<file path="src/rtl/neopix_pkg.sv">
// Shared definitions for the NeoPixel byte encoder: FSM state encoding and 50 MHz timing defaults.
package neopix_pkg;

   typedef enum logic [1:0] {
      IDLE  = 2'd0,
      SHIFT = 2'd1,
      GAP   = 2'd2
   } state_e;

   localparam int unsigned T0H_CYC_DEF    = 20;
   localparam int unsigned T1H_CYC_DEF    = 40;
   localparam int unsigned TBIT_CYC_DEF   = 63;
   localparam int unsigned RESET_CYC_DEF  = 3000;
   localparam int unsigned FIFO_DEPTH_DEF = 16;

endpackage

</file>
<file path="src/rtl/neopix_fifo.sv">
// Single-clock first-word fall-through byte FIFO; dout shows the head entry whenever not empty.
module neopix_fifo #(
   parameter int unsigned DEPTH = 16,
   parameter int unsigned WIDTH = 8
) (
   input  logic             clk,
   input  logic             rst,
   input  logic             wr_en,
   input  logic [WIDTH-1:0] din,
   input  logic             rd_en,
   output logic [WIDTH-1:0] dout,
   output logic             empty,
   output logic             full
);

   localparam int unsigned AW = $clog2(DEPTH);
   localparam int unsigned CW = AW + 1;

   logic [WIDTH-1:0] mem [DEPTH];
   logic [AW-1:0]    wr_ptr;
   logic [AW-1:0]    rd_ptr;
   logic [CW-1:0]    count;
   logic             do_wr;
   logic             do_rd;

   // A read on the same edge frees the slot, so a write while full is still legal then.
   assign do_rd = rd_en && !empty;
   assign do_wr = wr_en && (!full || rd_en);
   assign empty = (count == '0);
   assign full  = (count == CW'(DEPTH));
   assign dout  = mem[rd_ptr];

   always_ff @(posedge clk) begin
      if (do_wr) mem[wr_ptr] <= din;
   end

   always_ff @(posedge clk or posedge rst) begin
      if (rst) begin
         wr_ptr <= '0;
         rd_ptr <= '0;
         count  <= '0;
      end else begin
         if (do_wr) wr_ptr <= wr_ptr + AW'(1);
         if (do_rd) rd_ptr <= rd_ptr + AW'(1);
         case ({do_wr, do_rd})
            2'b10:   count <= count + CW'(1);
            2'b01:   count <= count - CW'(1);
            default: count <= count;
         endcase
      end
   end

endmodule

</file>
<file path="src/rtl/neopix_byte_encoder.sv">
// Buffers received bytes and serialises them MSB-first as a WS2812 one-wire waveform,
// followed by a fixed low latch period once the buffer drains.
module neopix_byte_encoder
   import neopix_pkg::*;
#(
   parameter int unsigned T0H_CYC    = T0H_CYC_DEF,
   parameter int unsigned T1H_CYC    = T1H_CYC_DEF,
   parameter int unsigned TBIT_CYC   = TBIT_CYC_DEF,
   parameter int unsigned RESET_CYC  = RESET_CYC_DEF,
   parameter int unsigned FIFO_DEPTH = FIFO_DEPTH_DEF
) (
   input  logic       clk,
   input  logic       rst,
   input  logic [7:0] data_in,
   input  logic       data_valid,
   output logic       dout,
   output logic       busy,
   output logic       overflow,
   output logic       gap_hit
);

   localparam int unsigned CYC_W = $clog2(TBIT_CYC);
   localparam int unsigned GAP_W = $clog2(RESET_CYC);

   state_e           state;
   logic [7:0]       shreg;
   logic [2:0]       bit_cnt;
   logic [CYC_W-1:0] cyc_cnt;
   logic [GAP_W-1:0] gap_cnt;
   logic [CYC_W-1:0] hi_len;
   logic [7:0]       fifo_dout;
   logic             fifo_empty;
   logic             fifo_full;
   logic             last_cyc;
   logic             pop;
   logic             wr;

   neopix_fifo #(
      .DEPTH (FIFO_DEPTH),
      .WIDTH (8)
   ) u_fifo (
      .clk   (clk),
      .rst   (rst),
      .wr_en (data_valid),
      .din   (data_in),
      .rd_en (pop),
      .dout  (fifo_dout),
      .empty (fifo_empty),
      .full  (fifo_full)
   );

   // Pop from IDLE, or on the last cycle of the last bit so bytes abut with no gap.
   always_comb begin
      last_cyc = (cyc_cnt == CYC_W'(TBIT_CYC - 1));
      pop      = 1'b0;
      if (!fifo_empty) begin
         pop = (state == IDLE) || ((state == SHIFT) && last_cyc && (bit_cnt == 3'd0));
      end
      wr     = data_valid && (!fifo_full || pop);
      hi_len = shreg[7] ? CYC_W'(T1H_CYC) : CYC_W'(T0H_CYC);
   end

   assign busy = (state != IDLE) || !fifo_empty;

   always_ff @(posedge clk or posedge rst) begin
      if (rst) begin
         state    <= IDLE;
         shreg    <= '0;
         bit_cnt  <= '0;
         cyc_cnt  <= '0;
         gap_cnt  <= '0;
         dout     <= 1'b0;
         overflow <= 1'b0;
         gap_hit  <= 1'b0;
      end else begin
         dout <= (state == SHIFT) && (cyc_cnt < hi_len);
         if (data_valid && !wr)      overflow <= 1'b1;
         if (wr && (state == GAP))   gap_hit  <= 1'b1;
         case (state)
            IDLE: begin
               if (pop) begin
                  shreg   <= fifo_dout;
                  bit_cnt <= 3'd7;
                  cyc_cnt <= '0;
                  state   <= SHIFT;
               end
            end
            SHIFT: begin
               if (!last_cyc) begin
                  cyc_cnt <= cyc_cnt + CYC_W'(1);
               end else begin
                  cyc_cnt <= '0;
                  if (bit_cnt != 3'd0) begin
                     shreg   <= {shreg[6:0], 1'b0};
                     bit_cnt <= bit_cnt - 3'd1;
                  end else if (pop) begin
                     shreg   <= fifo_dout;
                     bit_cnt <= 3'd7;
                  end else begin
                     state   <= GAP;
                     gap_cnt <= '0;
                  end
               end
            end
            GAP: begin
               if (gap_cnt == GAP_W'(RESET_CYC - 1)) state   <= IDLE;
               else                                  gap_cnt <= gap_cnt + GAP_W'(1);
            end
            default: state <= IDLE;
         endcase
      end
   end

endmodule

</file>
<file path="config.mk">
export PLATFORM = sky130hd
export DESIGN_NAME = neopix_byte_encoder
export DESIGN_NICKNAME = d
export VERILOG_FILES = /design/src/rtl/neopix_pkg.sv /design/src/rtl/neopix_fifo.sv /design/src/rtl/neopix_byte_encoder.sv
export SDC_FILE = /design/constraint.sdc
export NUM_CORES = 1
export LEC_CHECK = 0
export CORE_ASPECT_RATIO = 1.4
export CORE_MARGIN = 2
export CORE_UTILIZATION = 40
export DETAILED_ROUTE_END_ITERATION = 7
export MAX_ROUTING_LAYER = met4
export PLACE_DENSITY = 0.6
export SYNTH_ARGS = -nofsm -noshare
export SYNTH_HDL_FRONTEND = slang
export SYNTH_SLANG_ARGS = --single-unit
</file>
<file path="constraint.sdc">
create_clock -name clk -period 8.1 [get_ports clk]
set_clock_uncertainty 0.2 [all_clocks]
set_input_delay 2.43 -clock clk [delete_from_list [all_inputs] [get_ports clk]]
set_output_delay 2.43 -clock clk [all_outputs]
set_load 0.03 [all_outputs]
</file>
==> summary.txt <==
status - finished clean
multi-input logic area - 0.00228 mm^2
Worst Setup SP - data_valid
WL per Instance - 19.5 um
Worst Setup End Kind - register
clk sinks - 175
GRT Max-Usage Layer - met2
actual slew at the worst max-slew pin - 1.16 ns
CTS tree - yes
routed vias - 4070
Seq cells post-synth - 175
Non-Filler Instances - 752
Post-DP Area - 0.00784 mm^2
maxcap violations - 0
max incr delay on CP - 0.67 ns
Post-CTS Setup Bufs - 0
post-synthesis sequential area ratio - 0.673
Filler cells - 1655
Pwr per Cell Area - 253 mW/mm^2
CTS Hold Bufs - 0
Clock Tree Root - clkbuf_16
FP Rows - 59
Mapped Area - 0.00745 mm^2
final period utilization - 0.625
Syn-to-layout area delta - 13.2%
Synth top area share - 0.516
fmax - 198 MHz
Max rail drop VDD - 0.193 mV
core footprint - 0.0185 mm^2
fin crit period - 5.06 ns
Netlist cell types - 52
Rel. slew slack - 0.222
biggest area consumer among synthesized cells - edfxtp_1
syn avg cell area - 15.6 um^2
Ys Warns - 0
setup TNS - 0 ns
dpl hpwl - 9630 um
grt met1 use - 0.177
RR Startpoint - bit_cnt[0]$_DFFE_PP0P_
clock transition time at the flip-flop clock pins of the worst setup and hold paths - 0.07 ns
die area - 0.0198 mm^2
Ant. Diodes - 0
GRT met2 Usage - 0.300
WS Path Type - input port to register
DR DRC count - 0
Worst EP arrival - 5.21 ns
Hold Crit Depth - 1
GR Util All Layers - 0.165
Placer Congestion - 0.776
WHS - 0.263 ns
most frequent CP cell - ha_1
FF-to-FF path depth - 13
R2R Path End - u_fifo.count[4]$_DFFE_PP0P_
Clock Latency Late Sink - 0.43 ns
H-tree depth - 4
Iter 0 DRT Violations - 358
post-CTS sizing - 0
Final Hold Viols - 0
crit-path cells - clkdlybuf4s50_1, o31ai_1, a41oi_2, inv_1, ha_1, ha_1, nor2b_1, o21ai_0, a21oi_1, nor3_1, xnor2_1
hold_sp - gap_hit$_DFFE_PP0P_
leakage power - 2.97 nW
first-pass GRT wire length - 23200 um
CTS Buffer Depth - 2
vias in the first global route - 4215
Pwr Total - 2.13 mW
FFs w/ async S/R, synth - 0.269
# IOs - 15
Chip Height - 166 um
number of buffers created by CTS - 17
Nets - 524
post-route ant nets - 0
share of layout cells above drive strength 1 - 0.159
leading post-synthesis cells by cell area - edfxtp_1 (52%), dfrtp_1 (16%), mux4_2 (9.1%), ha_1 (2.9%), and3_1 (1.7%)
Setup crit start kind - input port
Synth Net Count - 506
hold crit path type - register to register
die width - 119 um
Post-synth top cells - edfxtp_1 (128), dfrtp_1 (47), mux4_2 (30), nand2_1 (22)
Worst Hold Endpoint - gap_hit$_DFFE_PP0P_
top-count cell post-synth - edfxtp_1
fin worst setup slack - 3.04 ns
Slowest cell on crit path - a41oi_2
CP Max Fanout - 22
WL final - 14700 um
number of synthesized flops with an enable pin - 128
register area - 0.00502 mm^2
largest net degree at the start of global routing - 48
Placed Cells - 720
initial core utilization - 0.404
initial antenna violation count - 0
Port Buf Inserts - 14
first-pass detailed-route iteration total - 5
WP data required - 8.25 ns
Finished Cell Area - 0.00844 mm^2
Syn Inst Count - 477
GRT overflow - 0
final setup fails - 0
r2r setup slk - 4.26 ns
pre-CTS setup slack - 2.66 ns
Most used DFF post-synth - edfxtp_1
final core utilization - 0.457
Final Slew Violations - 0
RSZ-0062 raised after global routing - false
post-DR vias/cell - 5.41
met3 GRT Util - 0.0361
[critical path: cells and delay by family]
kind	cells	cell delay [ns]
simple gates	2	0.36
fa+ha+maj	2	0.58
buf+inv	2	0.59
xor+xnor	1	0.14
compound gates	4	1.09
[report_power, final]
group          internal (mW)  switching [mW]
registers               1.05          0.0477
logic                 0.0812           0.136
clock network          0.441           0.375
[cell families (layout without fill, tap and decap cells)]
family                     after synthesis  count (layout)  synth area share
AOI/OAI and AO/OA                       68              68            0.0606
xor gates and xnor gates                17              17            0.0200
adders and majority gates               18              18            0.0312
buffers and inverters                   38              69            0.0211
DFF                                    175             175             0.673
muxes                                   37              37             0.101
and+or+nand+nor                        124             124            0.0925
[how the worst max path moves through the flow]
| stage | slack (ns) | to | cells after the start |
|---|---|---|---|
| 6_report | 3.04 | u_fifo.count[4]$_DFFE_PP0P_ | 11 |
| 5_1_grt | 2.85 | u_fifo.count[4]$_DFFE_PP0P_ | 11 |
| 2_1_floorplan | 3.65 | u_fifo.count[4]$_DFFE_PP0P_ | 11 |
| 3_5_place_dp | 2.66 | u_fifo.count[4]$_DFFE_PP0P_ | 11 |
| 3_3_place_gp | 2.76 | u_fifo.count[4]$_DFFE_PP0P_ | 11 |
| 4_1_cts | 3.10 | u_fifo.count[4]$_DFFE_PP0P_ | 11 |
[metal layers]
metal  wire, um  vias to the layer above  share of wire
li1           -                     1876              -
met1       5680                     2074           0.39
met2       8260                      107           0.56
met3        492                       13          0.033
met4        255                        0          0.017
met5          0                        -              0
[layout make-up]
cell class | instances | area share
Clock inverter | 15 | 0.0200
Clock buffer | 17 | 0.0504
Tap cell | 244 | 0.0362
Sequential cell | 175 | 0.595
Multi-Input combinational cell | 264 | 0.270
Inverter | 20 | 0.00890
Timing Repair Buffer | 17 | 0.0193
[cells in the final DEF (no fill, tap or decap), drive strengths merged, types with 14 or more instances in the layout]
master           n
nand2           23
o21ai           21
edfxtp         128
clkbuf          17
dfrtp           47
mux4            30
and3            20
inv             29
nor2            20
nand3           15
clkdlybuf4s50   14
ha              17
[registers in the layout, indices dropped and copies added (netlist names)]
register	flops
shreg	8
bit_cnt	3
gap_cnt	12
u_fifo.count	5
u_fifo.wr_ptr	4
overflow	1
gap_hit	1
cyc_cnt	6
dout	1
state	2
u_fifo.rd_ptr	4
u_fifo.mem	128
(Power assumes the default switching activity.)
